### src/rtl/pulse_stretcher_pkg.sv
// Shared state encoding and counter sizing for pulse_stretcher.
// cnt_width() sizes the hold/gap down-counter for the larger of the two window lengths.
package pulse_stretcher_pkg;

  typedef enum logic [1:0] {
    ST_IDLE = 2'd0,
    ST_HOLD = 2'd1,
    ST_GAP  = 2'd2
  } state_t;

  function automatic int cnt_width(input int hold_cycles, input int gap_cycles);
    int m;
    m = (hold_cycles > gap_cycles) ? hold_cycles : gap_cycles;
    return $clog2(m + 1);
  endfunction

  localparam int DEF_CNT_W = cnt_width(4, 2);

endpackage

### src/rtl/stretch_counter.sv
// Loadable down-counter that saturates at zero; load wins over enable.
// count is registered; zero is decoded from the registered count.
module stretch_counter #(
  parameter int W = 3
) (
  input  logic         clk,
  input  logic         reset,
  input  logic         load,
  input  logic [W-1:0] load_val,
  input  logic         en,
  output logic [W-1:0] count,
  output logic         zero
);

  logic [W-1:0] r_count;

  always_ff @(posedge clk or posedge reset) begin
    if (reset) begin
      r_count <= '0;
    end else if (load) begin
      r_count <= load_val;
    end else if (en && (r_count != '0)) begin
      r_count <= r_count - 1'b1;
    end
  end

  assign count = r_count;
  assign zero  = (r_count == '0);

endmodule

### src/rtl/pulse_stretcher.sv
// Stretches each accepted request into a HOLD_CYCLES-high window, spaced by GAP_CYCLES low cycles.
// First window starts one edge after the request; extra requests queue up to MAX_PENDING, beyond that they are dropped.
module pulse_stretcher
  import pulse_stretcher_pkg::*;
#(
  parameter int HOLD_CYCLES = 4,
  parameter int GAP_CYCLES  = 2,
  parameter int MAX_PENDING = 3
) (
  input  logic                               clk,
  input  logic                               reset,
  input  logic                               pulse,
  output logic                               out,
  output logic                               busy,
  output logic [$clog2(MAX_PENDING+1)-1:0]   pending,
  output logic                               overflow
);

  localparam int CNT_W  = cnt_width(HOLD_CYCLES, GAP_CYCLES);
  localparam int PEND_W = $clog2(MAX_PENDING + 1);
  localparam logic [CNT_W-1:0]  HOLD_LOAD = CNT_W'(HOLD_CYCLES - 1);
  localparam logic [CNT_W-1:0]  GAP_LOAD  = CNT_W'(GAP_CYCLES - 1);
  localparam logic [PEND_W-1:0] PEND_MAX  = PEND_W'(MAX_PENDING);

  state_t             r_state;
  state_t             w_state_nxt;
  logic               w_load;
  logic [CNT_W-1:0]   w_load_val;
  logic [CNT_W-1:0]   w_count;
  logic               w_zero;
  logic               w_enq;
  logic               w_deq;
  logic               w_full;
  logic               w_drop;
  logic               r_out;
  logic [PEND_W-1:0]  r_pending;
  logic               r_overflow;

  stretch_counter #(.W(CNT_W)) u_cnt (
    .clk      (clk),
    .reset    (reset),
    .load     (w_load),
    .load_val (w_load_val),
    .en       (r_state != ST_IDLE),
    .count    (w_count),
    .zero     (w_zero)
  );

  always_ff @(posedge clk or posedge reset) begin
    if (reset) begin
      r_state <= ST_IDLE;
      r_out   <= 1'b0;
    end else begin
      r_state <= w_state_nxt;
      r_out   <= (w_state_nxt == ST_HOLD);
    end
  end

  always_comb begin
    w_state_nxt = r_state;
    w_load      = 1'b0;
    w_load_val  = '0;
    w_enq       = 1'b0;
    w_deq       = 1'b0;
    case (r_state)
      ST_IDLE: begin
        if (pulse) begin
          w_state_nxt = ST_HOLD;
          w_load      = 1'b1;
          w_load_val  = HOLD_LOAD;
        end
      end
      ST_HOLD: begin
        w_enq = pulse;
        if (w_zero) begin
          w_state_nxt = ST_GAP;
          w_load      = 1'b1;
          w_load_val  = GAP_LOAD;
        end
      end
      ST_GAP: begin
        if (!w_zero) begin
          w_enq = pulse;
        end else if ((r_pending != '0) || pulse) begin
          w_state_nxt = ST_HOLD;
          w_load      = 1'b1;
          w_load_val  = HOLD_LOAD;
          // With nothing queued, a pulse on the last gap cycle is serviced directly.
          if (r_pending != '0) begin
            w_deq = 1'b1;
            w_enq = pulse;
          end
        end else begin
          w_state_nxt = ST_IDLE;
        end
      end
      default: w_state_nxt = ST_IDLE;
    endcase
  end

  assign w_full = (r_pending == PEND_MAX);
  assign w_drop = w_enq && !w_deq && w_full;

  always_ff @(posedge clk or posedge reset) begin
    if (reset) begin
      r_pending  <= '0;
      r_overflow <= 1'b0;
    end else begin
      if (w_enq && !w_deq && !w_full) begin
        r_pending <= r_pending + 1'b1;
      end else if (w_deq && !w_enq) begin
        r_pending <= r_pending - 1'b1;
      end
      if (w_drop) begin
        r_overflow <= 1'b1;
      end
    end
  end

  assign out      = r_out;
  assign busy     = (r_state != ST_IDLE);
  assign pending  = r_pending;
  assign overflow = r_overflow;

endmodule

### config.mk
export PLATFORM = sky130hd
export DESIGN_NAME = pulse_stretcher
export DESIGN_NICKNAME = d
export VERILOG_FILES = /design/src/rtl/pulse_stretcher_pkg.sv /design/src/rtl/stretch_counter.sv /design/src/rtl/pulse_stretcher.sv
export SDC_FILE = /design/constraint.sdc
export NUM_CORES = 1
export LEC_CHECK = 0
export CAP_MARGIN = 20
export CORE_AREA = 2 2 39 41
export CTS_CLUSTER_DIAMETER = 100
export DETAILED_ROUTE_END_ITERATION = 12
export DIE_AREA = 0 0 41 43
export HOLD_SLACK_MARGIN = 0.12
export SLEW_MARGIN = 10
export SYNTH_ARGS = -nofsm -noshare
export SYNTH_HDL_FRONTEND = slang
export SYNTH_SLANG_ARGS = --single-unit
### constraint.sdc
create_clock -name clk -period 2 [get_ports clk]
set_input_delay 0.6 -clock clk [delete_from_list [all_inputs] [get_ports clk]]
set_output_delay 0.6 -clock clk [all_outputs]
set_load 0.01 [all_outputs]
==> impl_metrics.yaml <==
floorplan:
  fp.dieArea_mm2: 0.00176
  pin_count: 8
  core_area_mm2: 0.00138
  placement_rows: 14
  width_of_the_die_um: 41
  start_util: 0.404
  die_h_um: 43
sta:
  final_max_slew_viol_count: 0
  timing.clock.skew_ns: 0.00138
  tns_ns: 0
  max_clock_freq_ghz: 0.527
  final-hold-violation-count: 0
  unrepaired_setup_endpoints_after_global_routing: "false"
  max_slew.worst_pin.slew_ns: 0.347
  max-slew-margin-rel: 0.769
  finalCriticalPeriod_ns: 1.90
  min_period_over_period: 0.948
  report.final.setup_viol: 0
drt:
  average_detailed_routed_wire_length_per_instance_um: 11.4
  route.detailed.drc: 0
  vias_per_cell: 4.91
  routed_wirelength_mm: 1.04
  detail-route-antenna-nets: 0
  drt_iter0_drc: 4
  vias: 447
  first_pass_iters: 2
layout:
  area.sequential_um2: 225
  final_layout_size_suffix_gt1_frac: 0.160
  multi_input_comb_area_um2: 299
  antennaDiodeCount: 0
  number_of_nets_in_the_finished_design: 85
  fillers: 139
  layout-area-overhead-vs-synth_pct: 26.6
synthesis:
  synthDominantAreaCellType: "sky130_fd_sc_hd__dfrtp_1"
  synth_top_area_share: 0.403
  syn_inst: 60
  yosysUniqueCellTypes: 25
  synth_simple_gate_area_frac: 0.174
  post_synth.cell_area_avg_um2: 9.32
  ys_top_cells_by_area: "sky130_fd_sc_hd__dfrtp_1, sky130_fd_sc_hd__ha_1, sky130_fd_sc_hd__inv_1"
  dominantRegCellSynth: "sky130_fd_sc_hd__dfrtp_1"
  synth.yosys.seq_area_share: 0.403
  combinational_family_with_the_most_area_after_synthesis: "simple AND/OR/NAND/NOR gates"
  synth.cell_area_um2: 559
  yosys.area_share.adder: 0.134
  synthesis.nets: 69
  synth-warning-count: 0
  yosys.area_share.xor_xnor: 0.0470
  synth_mux_area_frac: 0.0201
  postSynthRegisterBits: 9
  synth_edf_count: 0
  synth_compound_area_frac: 0.159
  asyncSetResetFlopFracSynth: 1.00
critical_path:
  cp_num_cells: 1
  worst-endpoint-arrival_ns: 1.30
  critical_path.max_fanout: 8
  endpoint_kind: "output pin"
  crit_path_max_incr_delay_ns: 0.57
  crit_family: "buffers and inverters"
  type_of_the_worst_setup_path: "flop to output pin"
  critPathRequiredTime_ns: 1.40
  r2r_cells: 6
  timing.critical_path.cells: "clkdlybuf4s50_1"
  timing.critical_path.from_type: "flop"
  crit_path_top_delay_cell: "sky130_fd_sc_hd__clkdlybuf4s50_1"
  worstPathBufferInverterCount: 1
clocking:
  clock_tree.buffer_depth: 2
  cts.hold.buffers_added: 0
  cts_inserted_buffers: 3
  tritoncts: "done"
  cts_max_level: 1
  sink_count: 9
  cts.clk_slew.worst_paths_ns: 0.06
  clock_tree.root_cell: "sky130_fd_sc_hd__clkbuf_4"
  clock_latency_ns: 0.27
global_route:
  vias_in_the_first_global_route: 449
  globalRouteTotalUtil: 0.156
  global_route.overflow_total: 0
  grt_max_degree: 10
  antenna_found_initial: 0
  first_pass_grt_wire_length_mm: 1.77
status:
  run_status: "finished, final reports clean"
worst_hold_path:
  hold_path.class: "flop to flop"
  whs_path_depth: 1
placed_design:
  gp_routability_congestion: 0.699
  portBuffers: 7
  place.detailed.hpwl_um: 811
job:
  timing.max_cap.violations: 0
power_and_ir_drop:
  finalPower_uw: 1140
  ir_drop_v: 0.000587
  power_leakage_uw: 0.000354
  p_per_area_mw_per_mm2: 1610
-- flip-flops by register name, summed over array words and instances (netlist names) --
signal,count
out,1
u_cnt.count,3
pending,2
overflow,1
r_state,2
-- power by group --
group	internal [uW]	switching, uW	total [uW]
Sequential	266	53.2	319
Combinational	342	328	670
Clock	74.1	73.6	148
-- stage by stage --
step	hold slack, ns	std cells	util	instance area, um2	setup WS [ns]
CTS	0.474	91	0.512	708	0.0843
global route	0.494	91	0.512	708	0.0280
global placement	0.450	85	0.482	667	0.0865
detailed placement	0.457	85	0.482	667	0.0553
floorplan	0.428	60	-	559	0.287
finish	0.465	91	0.512	708	0.103
-- path summary, 6_finish.rpt --
path / endpoint / startpoint / slack, ns
max: pending[1] / pending[1]$_DFFE_PP0P_ / 0.10
min in group asynchronous: u_cnt.count[0]$_DFFE_PP0P_ / reset / 0.58
min reg2reg: overflow$_DFFE_PP0P_ / overflow$_DFFE_PP0P_ / 0.47
max reg2reg: pending[0]$_DFFE_PP0P_ / r_state[1]$_DFF_PP0_ / 0.21
min: overflow$_DFFE_PP0P_ / overflow$_DFFE_PP0P_ / 0.47
max in group asynchronous: u_cnt.count[1]$_DFFE_PP0P_ / reset / 1.16
-- layout by cell type (no fill, tap or decap), types with 3 or more instances in the layout --
cell type,synthesis,routed
sky130_fd_sc_hd__nand2_1,5,5
sky130_fd_sc_hd__buf_4,0,5
sky130_fd_sc_hd__clkbuf_4,0,3
sky130_fd_sc_hd__inv_1,8,8
sky130_fd_sc_hd__ha_1,6,6
sky130_fd_sc_hd__dfrtp_1,9,9
sky130_fd_sc_hd__a21oi_1,4,4
sky130_fd_sc_hd__nor2_1,5,5
sky130_fd_sc_hd__clkdlybuf4s50_1,0,6
-- layer usage --
metal,up-vias,global-route usage,wire [um]
met1,203,0.177,522
met5,-,0,0
met2,7,0.231,456
met4,0,0.100,22
li1,235,-,-
met3,2,0.0628,35
-- timing repair --
| item | in CTS | in global routing |
|---|---|---|
| setup endpoints to repair | 1 | 0 |
| endpoints found under the hold margin | 0 | 0 |
| gates resized for setup | 1 | 0 |
| buffers inserted | 2 | 0 |
-- logic make-up after synthesis --
| kind of cell | Yosys count |
|---|---|
| and+or+nand+nor | 19 |
| buffers and inverters | 9 |
| AOI/OAI and AO/OA | 13 |
| xor gates and xnor gates | 3 |
| adders and majority gates | 6 |
| muxes | 1 |
| DFF | 9 |
-- Yosys cell counts, drive strengths merged (2+ instances only) --
library cell,count
o21ai,2
xnor2,2
nor2,5
nand2b,2
nand3,2
nand2,5
ha,6
inv,8
dfrtp,9
a21oi,4
-- area by class of cell --
cell class,count,area share
Multi-Input combinational cell,42,0.422
Sequential cell,9,0.318
Timing Repair Buffer,12,0.150
Inverter,8,0.0424
Clock buffer,3,0.0318
Tap cell,16,0.0283
Clock inverter,1,0.00707
(Power assumes the default switching activity.)
